**src/rtl/regs_pkg.sv**
```systemverilog
// regs_pkg: shared types and default sizes for the clearing register file
package regs_pkg;
  typedef enum logic {CLEAR = 1'b0, RUN = 1'b1} state_t;
  localparam int N_DEF = 8;
  localparam int A_DEF = 5;
endpackage

```
**src/rtl/regs_clr_seq.sv**
```systemverilog
// regs_clr_seq: post-reset clear sequencer walking cnt over every entry, then raising ready
module regs_clr_seq
  import regs_pkg::*;
#(
  parameter int A = A_DEF
) (
  input  logic         clk,
  input  logic         reset,
  output logic [A-1:0] cnt,
  output logic         clr_we,
  output logic         ready
);
  state_t state, next;
  always_ff @(posedge clk) begin
    if (reset) begin
      state <= CLEAR;
      cnt   <= '0;
    end else begin
      state <= next;
      if (state == CLEAR) cnt <= cnt + 1'b1;
    end
  end
  always_comb next = (state == CLEAR && cnt == '1) ? RUN : state;
  always_comb begin
    clr_we = (state == CLEAR) && !reset;
    ready  = (state == RUN);
  end
endmodule

```
**src/rtl/regs_sync_clr.sv**
```systemverilog
// regs_sync_clr: 2**A x N register file, sync reads with write-first bypass, hardware clear after reset
module regs_sync_clr
  import regs_pkg::*;
#(
  parameter int N        = N_DEF,
  parameter int A        = A_DEF,
  parameter int ZERO_REG = 1
) (
  input  logic         clk,
  input  logic         reset,
  input  logic         w,
  input  logic [N-1:0] Wdata,
  input  logic [A-1:0] rs,
  input  logic [A-1:0] rd,
  output logic [N-1:0] rs_data,
  output logic [N-1:0] rd_data,
  output logic         ready
);
  logic [N-1:0] mem [2**A];
  logic [A-1:0] cnt, waddr;
  logic [N-1:0] wdat;
  logic         clr_we, user_we, mem_we, zero_s, zero_d;
  regs_clr_seq #(.A(A)) u_seq (
    .clk(clk), .reset(reset), .cnt(cnt), .clr_we(clr_we), .ready(ready)
  );
  always_comb begin
    zero_s  = (ZERO_REG != 0) && rs == '0;
    zero_d  = (ZERO_REG != 0) && rd == '0;
    user_we = ready && w && !zero_d;
    mem_we  = clr_we || user_we;
    waddr   = clr_we ? cnt : rd;
    wdat    = clr_we ? '0 : Wdata;
  end
  // Array has no reset so it can map onto plain sync RAM; the sequencer clears it
  always_ff @(posedge clk) begin
    if (mem_we) mem[waddr] <= wdat;
  end
  always_ff @(posedge clk) begin
    if (reset || !ready) begin
      rs_data <= '0;
      rd_data <= '0;
    end else begin
      rs_data <= zero_s ? '0 : (w && rs == rd) ? Wdata : mem[rs];
      rd_data <= zero_d ? '0 : w ? Wdata : mem[rd];
    end
  end
endmodule

```
**config.mk**
```make
export PLATFORM = sky130hd
export DESIGN_NAME = regs_sync_clr
export DESIGN_NICKNAME = d
export VERILOG_FILES = /design/src/rtl/regs_pkg.sv /design/src/rtl/regs_clr_seq.sv /design/src/rtl/regs_sync_clr.sv
export SDC_FILE = /design/constraint.sdc
export NUM_CORES = 1
export LEC_CHECK = 0
export BUFFER_PORTS_ARGS = -buffer_cell sky130_fd_sc_hd__clkbuf_2
export CAP_MARGIN = 20
export CORE_ASPECT_RATIO = 0.6
export CORE_MARGIN = 10
export CORE_UTILIZATION = 40
export DETAILED_ROUTE_END_ITERATION = 6
export PLACE_DENSITY_LB_ADDON = 0.2
export SLEW_MARGIN = 20
export SYNTH_ARGS = -nofsm -noshare
export SYNTH_HDL_FRONTEND = slang
export SYNTH_SLANG_ARGS = --single-unit
```
**constraint.sdc**
```tcl
create_clock -name clk -period 4 [get_ports clk]
set_input_delay 0.4 -clock clk [delete_from_list [all_inputs] [get_ports clk]]
set_output_delay 0.4 -clock clk [all_outputs]
set_load 0.03 [all_outputs]
```
Word level (Yosys, flattened, before mapping)
Memories as Yosys holds them, arrays and structs flattened. A register that Yosys moved wholly into a read port is not among the register bits.
Cells that the tools add are included.
W data, S select, Z words.
- register bits: 6
- bits in writable memories: 256
- input bits: 21
- output and inout port bits: 17
- word-level logic and storage cells: 23
- memories: 1
- memory list (name ; words ; width ; rd ports ; clocked after memory_dff ; wr ports ; RTL line ; RTL):
    mem ; 32 ; 8 ; 2 ; 2 ; 1 ; regs_sync_clr.sv:19 ; logic [N-1:0] mem [2**A];
- $add $sub $neg: 1
- equality and inequality tests: 1
- muxes and demuxes: 4
- bitwise operators: 1
- reduce and logical (&&, ||, !) cells: 13
- operators by type and width (operator ; count):
    $logic_not A5 Y1 ; 2
    $mux W8 ; 1
    $add A5 B1 Y5 const B ; 1
    $eq A5 B5 Y1 const B ; 1
    $mux W5 ; 1
    $logic_and A1 B1 Y1 ; 4
    $reduce_or A2 Y1 ; 2
    $logic_not A1 Y1 ; 3
    $logic_or A1 B1 Y1 ; 2
    $mux W1 ; 2
    $not A1 Y1 ; 1

Logic depth before layout (Yosys ltp)
Gate-level depths: netlist (run 1).
- word-level depth: 6
- gate-level depth with buffers: 10
- mapped depth without buffers: 6

Hierarchy
Synthesis (run 1) repeated with hierarchy kept, for this count alone.
- cell total of the unflattened synthesis: 760
- area total of the unflattened synthesis: 13136.3 sq um
- modules (own cells, without submodules) (module ; instances ; cells an instance ; area an instance (sq um) ; sequential area each (sq um)):
    regs_sync_clr ; 1 ; 735 ; 12864.8 ; 8007.7
    regs_clr_seq ; 1 ; 25 ; 271.5 ; 120.1

Worst setup path before layout (run 1)
No wires, ideal clock.
- path kind: reg2reg
- start point: register u_seq.state (netlist: u_seq.ready)
- end point: memory mem[12][0] (netlist bit), enable pin
- setup time: 370 ps
- data arrival time: 2225 ps
- required time: 3630 ps
- setup slack: 1404 ps
- stages on the path, launching flop included: 7
- path buffers: 2
- period minus slack after synthesis: 2596 ps
- cells stage by stage: dfxtp_1 > buf_6 > or2_1 > buf_6 > mux2i_1 > or3b_2 > nor2_1
- word-level cells in the longest chain between the ends: 5
- elaborated cells between the ends (all ways): 8
- those cells by class: 3 x mux; 1 x bitwise; 4 x reduce/logical
- ends and longest elaborated chain (what ; RTL line ; RTL):
    start: declaration ; regs_clr_seq.sv:13 ; state_t state, next;
    start signal: assignment ; regs_clr_seq.sv:19 ; state <= next;
    $logic_and A1 B1 Y1 or $not A1 Y1 (tied branches) ; regs_sync_clr.sv:29, regs_clr_seq.sv:25 ;
    $logic_and A1 B1 Y1 (on tied branches) ; regs_sync_clr.sv:29, regs_clr_seq.sv:25 ;
    $logic_or A1 B1 Y1 ; regs_sync_clr.sv:30 ; mem_we = clr_we || user_we;
    $mux W1 ; regs_sync_clr.sv:36 ; if (mem_we) mem[waddr] <= wdat;
    $mux W1 (implied by the code) ; regs_sync_clr.sv:36 ;
    end: declaration ; regs_sync_clr.sv:19 ;
Several ways; a longest one is shown, not always the timed one.

Final worst setup path (run 1)
- start point: register u_seq.state (netlist: u_seq.ready)
- end point: memory mem[12][6] (netlist bit), enable pin
Same word-level chain as after synthesis.

==> results of run 1 <==
[Yosys cell counts, types with 2 or more instances]
cell / number / area [um2]
edfxtp_1: 256 / 7690
mux2i_1: 127 / 1270
mux4_2: 64 / 1440
nor2_1: 55 / 206
a22oi_1: 38 / 285
nand2_1: 34 / 128
mux2_2: 25 / 282
dfxtp_1: 22 / 440
clkbuf_1: 20 / 75.1
o21ai_0: 20 / 100
o22ai_1: 20 / 125
buf_4: 16 / 120
o221ai_1: 16 / 140
a211oi_1: 14 / 105
nand3_1: 14 / 70.1
buf_2: 12 / 60.1
nor3_1: 10 / 50.1
a221oi_1: 9 / 78.8
inv_1: 8 / 30.0
buf_1: 7 / 26.3
nor2b_1: 7 / 43.8
xnor2_1: 5 / 43.8
xor2_1: 5 / 43.8
buf_6: 4 / 45.0
nor3b_1: 4 / 30.0
o211ai_1: 3 / 22.5
o21ai_1: 3 / 15.0
or3_1: 3 / 18.8
a211oi_2: 2 / 25.0
and2_1: 2 / 12.5
clkbuf_2: 2 / 10.0
ha_1: 2 / 25.0
nand2b_1: 2 / 12.5
or3b_2: 2 / 17.5
[registers in the layout (all words and copies together), names as in the netlist]
register,flops
rs_data,8
u_seq.ready,1
mem,256
rd_data,8
u_seq.cnt,5
[cell families after synthesis]
family / Yosys count / share of synthesized area
AO/OA/AOI/OAI: 131 / 0.0723
XOR/XNOR: 10 / 0.00661
adder cells (fa/ha/maj): 2 / 0.00189
buffers and inverters: 70 / 0.0292
flip-flops: 278 / 0.614
multiplexers: 217 / 0.227
AND/OR/NAND/NOR: 141 / 0.0489
[worst min-delay path by stage]
stage,cells after the start,start,to
after floorplan,2,u_seq.cnt[3],u_seq.cnt[3]
after global placement,2,u_seq.cnt[0],u_seq.cnt[0]
after detailed placement,2,u_seq.cnt[4],u_seq.cnt[4]
after CTS,2,reset,u_seq.cnt[0]
after global routing,2,reset,u_seq.cnt[1]
final,2,reset,u_seq.cnt[1]
[report_power, final]
group          switching [mW]  internal, mW
combinational           0.380         0.204
clock                    1.13          1.45
sequential             0.0189          3.20
total                    1.53          4.86
[worst max-delay path: cells and delay by family (launching register included)]
family	cells	cell delay, ns
muxes	1	0.61
DFF	1	0.32
and+or+nand+nor	3	1.81
[stage by stage]
stage	std cells	hold slack (ns)	setup slack, ns	power [mW]
after global routing	1326	0.144	0.639	6.57
after detailed placement	1278	0.640	0.606	3.85
after floorplan	849	0.514	1.40	3.64
final	1326	0.154	0.879	6.39
after CTS	1326	0.138	0.916	6.40
after global placement	1278	0.645	0.711	3.85
[layer usage]
metal	track usage	vias up
li1	-	3509
met1	0.313	4222
met2	0.244	500
met3	0.0890	44
met4	0.0296	0
met5	0	-
[area by class of cell]
type                            count  area (um2)  area share
Clock buffer                       30         697      0.0472
Clock inverter                     18         186      0.0126
Inverter                            8        30.0     0.00203
Multi-Input combinational cell    501        4730       0.320
Sequential cell                   278        8130       0.551
Tap cell                          424         531      0.0359
Timing Repair Buffer               67         460      0.0312
==> results.ini, run 1 <==
[status]
status=complete, no violations

[place]
place.gp.congestion=1.03
io_buffer_count=37
place_area_um2=13900
dp_hpwl_mm=29.1

[critical_path]
reg2reg_to=mem[12][6]
cp_slowest_cell=or2_1
crit_end=mem[12][6]
rr_startpoint=u_seq.ready
cp.arrival_ns=3.30
critical_path_class=flip-flop to flip-flop
startpoint_type=flip-flop
critPathRequiredTime_ns=4.18
crit_chain=or2_1 > mux2i_1 > or3b_2 > nor2_1
slowest_delay_ns=0.65
r2r_slack_ns=0.88
cp-startpoint=u_seq.ready
path_max_fanout=20
cp-end-kind=flip-flop
r2r_cells=4

[route]
vias_per_cell=6.24
topRoutingLayerUsed=met4
drt_iter0_drc=1377
wl_met2_mm=15.4
finalWirelength_mm=41.3
post-route-drc-count=0
wl_per_cell_um=31.1
dr_total_vias=8275
routed-wl-met3_mm=5.69
wirelength_met1_mm=19.6
ant_nets=0
dr.pass1.iters=5

[layout]
drive_gt1_frac=0.233
final_cell_mix=edfxtp_1 (256), mux2i_1 (127), mux4_2 (64), nor2_1 (55), a22oi_1 (38)
nFillCells=2839
finalInstanceArea_um2=14800
post-route-util=0.454
n_antenna_cell=0
area_growth_syn_to_layout_pct=11.5
final_common_cell=edfxtp_1
fin_nets=905

[timing]
final-setup-viol-count=0
hold_viol_final=0
fin_crit_sh=0.780
clock_skew_ns=0.0180
rsz0062_at_grt=no
worst_slew_pin_slew_ns=0.997
finalCriticalPeriod_ns=3.12
relSlewSlack=0.331
fin_setup_tns_ns=0
fmax_mhz=320
drv_slew=0

[pwr]
p_per_area_nw_per_um2=433
p_leak_nw=5.08
ir_worst_vdd_uv=288

[synth]
synth_seq_cells=278
synth-edff-count=256
yosysSeqAreaShare=0.614
ys.flop_type=edfxtp_1
synth_cells=849
postSynthAreaPerCell_um2=15.6
ys_types=50
syn_nets=872
yosys_warnings=0
netlist_area_um2=13200
ys_async_sr_fraction=0

[clock_network]
clk_pin_slew_worst_paths_ns=0.07
cts_tree=done
cts_resized=0
cts_setup_buffers=0
cts_sinks=278
worstSkewPairLatency_ns=0.56
cts.hold.buffers_added=0
htreeDepth=1
numCtsBuffers=26
root_buffer=clkbuf_16
cts_buffer_depth=3

[floorplanning]
num_rows=51
fp.dieW_um=255
initial_utilization=0.407
ios=38
dieArea_um2=41000
die_h_um=161
core_area_um2=32500

[global_routing]
grt-ovfl-total=0
grt_pass1_vias=7877
grt_pass1_wl_mm=58.9
antenna_found_initial=1
grt_max_degree=66
grtUsageTotal=0.200

[flow_run]
max_cap_violations=0

[min_path]
hp-class=input port to flip-flop

No activity file was read; power rests on OpenSTA's default activity.
==> run 2, diff against run 1 <==
--- a/config.mk
+++ b/config.mk
@@ -5,6 +5,7 @@
 export SDC_FILE = /design/constraint.sdc
 export NUM_CORES = 1
 export LEC_CHECK = 0
+export ABC_AREA = 1
 export BUFFER_PORTS_ARGS = -buffer_cell sky130_fd_sc_hd__clkbuf_2
 export CAP_MARGIN = 20
 export CORE_ASPECT_RATIO = 0.6
==> constraint.sdc (replaced) <==
create_clock -name clk -period 3.1 [get_ports clk]
set_input_delay 0.31 -clock clk [delete_from_list [all_inputs] [get_ports clk]]
set_output_delay 0.31 -clock clk [all_outputs]
set_load 0.03 [all_outputs]
==> run 2 against run 1 <==
- clock skew up 0.0092 ns
- maximum frequency increased by 15%
- synthesized cell count up 100%
- setup slack lost 0.49 ns
- final area is 8.9% higher
- area after synthesis increased by 8.6%
- largest cell class unchanged
- flip-flop and latch count is the same
- combinational power up 71%
- cell count increased by 67%
- non-clock buffer count rose by 17
==> results.ini, run 2 <==
[clock_network]
cts_tree=done
cts_setup_buffers=0  ; unchanged
htreeDepth=1  ; unchanged
cts_sinks=278  ; unchanged
numCtsBuffers=27  ; +3.8%
clk_pin_slew_worst_paths_ns=0.06  ; about the same
worstSkewPairLatency_ns=0.58  ; +0.02 ns
root_buffer=clkbuf_16
cts_resized=0  ; unchanged
cts_buffer_depth=3  ; unchanged
cts.hold.buffers_added=0  ; unchanged

[synth]
yosys.area.top_type=edfxtp_1
yosys_warnings=0  ; unchanged
ys_types=32  ; -36%
ys_async_sr_fraction=0  ; unchanged
synth-edff-count=256  ; unchanged
synth_seq_cells=278  ; unchanged
yosys.area.top_type_share=0.534  ; -0.0462
ys.flop_type=edfxtp_1
synth_most_common_cell=nand2_1
synth.area.top_cells=edfxtp_1 (53%), nand2_1 (19%), nand3_1 (14%)
synth_cells=1720  ; +100%
yosysSeqAreaShare=0.565  ; -0.0489
synth_common_cells=nand2_1 (710), nand3_1 (396), edfxtp_1 (256), inv_1 (72), nor2_1 (70)
netlist_area_um2=14400  ; +8.6%
syn_nets=1743  ; +100%
postSynthAreaPerCell_um2=8.36  ; -46%

[layout]
regMostFlops=mem
regArea_um2=8130  ; unchanged
fin_nets=1748  ; +93%
final_common_cell=nand2_1
nFillCells=3377  ; +19%
final_cell_mix=nand2_1 (710), nand3_1 (396), edfxtp_1 (256), inv_1 (70), nor2_1 (65)
fin_cells=2212  ; +67%
n_antenna_cell=0  ; unchanged
area_growth_syn_to_layout_pct=11.7
multiInputGateArea_um2=5470  ; +16%
drive_gt1_frac=0.0940  ; -0.139
post-route-util=0.456  ; +0.00279
largest_reg_flops=256  ; unchanged
biggestRegsByFlops=mem: 256 flops, rd_data: 8 flops, rs_data: 8 flops

[timing]
final-setup-viol-count=0  ; unchanged
clock_skew_ns=0.0272  ; +0.00919 ns
worst_slew_pin_slew_ns=0.970  ; -0.0272 ns
hold_viol_final=0  ; unchanged
fin_crit_sh=0.873  ; +0.0931
fin_setup_tns_ns=0  ; unchanged
rsz0062_at_grt=no
drv_slew=0  ; unchanged
fmax_mhz=369  ; +15%
relSlewSlack=0.351  ; +0.0202
finalCriticalPeriod_ns=2.71  ; -0.414 ns
finalWorstSetupSlack_ns=0.393  ; -0.486 ns

[critical_path]
startpoint_type=flip-flop
critical_path_class=flip-flop to flip-flop
cp-end-kind=flip-flop
critPathRequiredTime_ns=3.28  ; -0.90 ns
path_max_fanout=17  ; -15%
cp.arrival_ns=2.89  ; -0.41 ns

[global_routing]
grtUsageTotal=0.220  ; +0.0205
antenna_found_initial=1  ; unchanged
grt_max_degree=92  ; +39%
grt-ovfl-total=0  ; unchanged
grt_pass1_wl_mm=74.5  ; +26%
grt_pass1_vias=11730  ; +49%

[floorplanning]
dieArea_um2=44200  ; +7.8%
die_h_um=167  ; +3.7%
fp.dieW_um=265  ; +3.9%
ios=38  ; unchanged
initial_utilization=0.409  ; +0.00168
core_area_um2=35200  ; +8.2%
num_rows=53  ; +3.9%

[route]
dr_total_vias=12568  ; +52%
drt_iter0_drc=1684  ; +22%
finalWirelength_mm=50.3  ; +22%
ant_nets=0  ; unchanged
dr.pass1.iters=6  ; +1
vias_per_cell=5.68  ; -9.0%
post-route-drc-count=0  ; unchanged
wl_per_cell_um=22.7  ; -27%

[place]
io_buffer_count=37  ; unchanged
place.gp.congestion=0.930  ; -9.9%
dp_hpwl_mm=32.5  ; +12%
place_inst=2163  ; +69%
pre_cts_slack_ns=0.469  ; -0.138 ns

[pwr]
ir_worst_vdd_uv=370  ; +28%
p_per_area_nw_per_um2=539  ; +25%
power_mw=8.67  ; +36%
p_leak_nw=6.64  ; +31%

[flow_run]
max_cap_violations=0  ; unchanged

[min_path]
hp-class=input port to flip-flop

[status]
status=complete, no violations

run 2: changes by cell type after synthesis, moves of 20 or more:
cell / before / now
nand2_1: 34 / 710
nand3_1: 14 / 396
mux2i_1: 127 / 0
inv_1: 8 / 72
mux4_2: 64 / 0
a22oi_1: 38 / 0
buf_2: 12 / 49
mux2_2: 25 / 0
o22ai_1: 20 / 0
run 2: path summary, 6_finish.rpt:
kind,slack [ns],endpoint,from,depth (start not counted)
max,0.39,mem[25][5],u_seq.ready,6
min,0.05,u_seq.ready,reset,2
max reg2reg,0.39,mem[25][5],u_seq.ready,6
min reg2reg,0.58,u_seq.cnt[4],u_seq.cnt[4],2
run 2: critical path, cell delays in order (launching register included):
cell and delay [ns]:
dfxtp_1 0.41, nor2_4 0.46, a21oi_1 0.14, inv_2 0.18
nand3_1 0.21, buf_4 0.24, nor2_1 0.65
run 2: area by class of cell:
type,instances,area share
Sequential cell,278,0.506
Multi-Input combinational cell,1255,0.340
Clock buffer,35,0.0498
Timing Repair Buffer,84,0.0408
Tap cell,467,0.0364
Inverter,79,0.0188
Clock inverter,14,0.00825
run 2: power by group:
group	switching, mW	total [mW]	internal [mW]	leakage [nW]
logic	0.742	1.00	0.263	3.67
clock network	1.51	3.51	1.99	0.453
registers	0.0208	4.15	4.13	2.52
run 2: kinds of logic (layout without fill, tap and decap cells):
family / Yosys count / after routing / share of synthesized area
adders and majority gates: 2 / 2 / 0.00174
buffers and inverters: 187 / 212 / 0.0562
DFF: 278 / 278 / 0.565
and+or+nand+nor: 1215 / 1215 / 0.363
AOI/OAI and AO/OA: 38 / 38 / 0.0144
run 2: per-layer routing:
| metal | wire [um] | vias up | global-route usage |
|---|---|---|---|
| met5 | 0 | - | 0 |
| met4 | 994 | 0 | 0.0485 |
| met3 | 6730 | 79 | 0.0762 |
| met2 | 19800 | 750 | 0.293 |
| met1 | 22800 | 5985 | 0.331 |
| li1 | - | 5754 | - |
run 2: through the flow:
stage               hold WS (ns)  area (um2)
floorplan                  0.382       14400
global placement           0.551       15100
detailed placement         0.555       15100
CTS                       0.0390       16100
global route              0.0692       16100
finish                    0.0537       16100
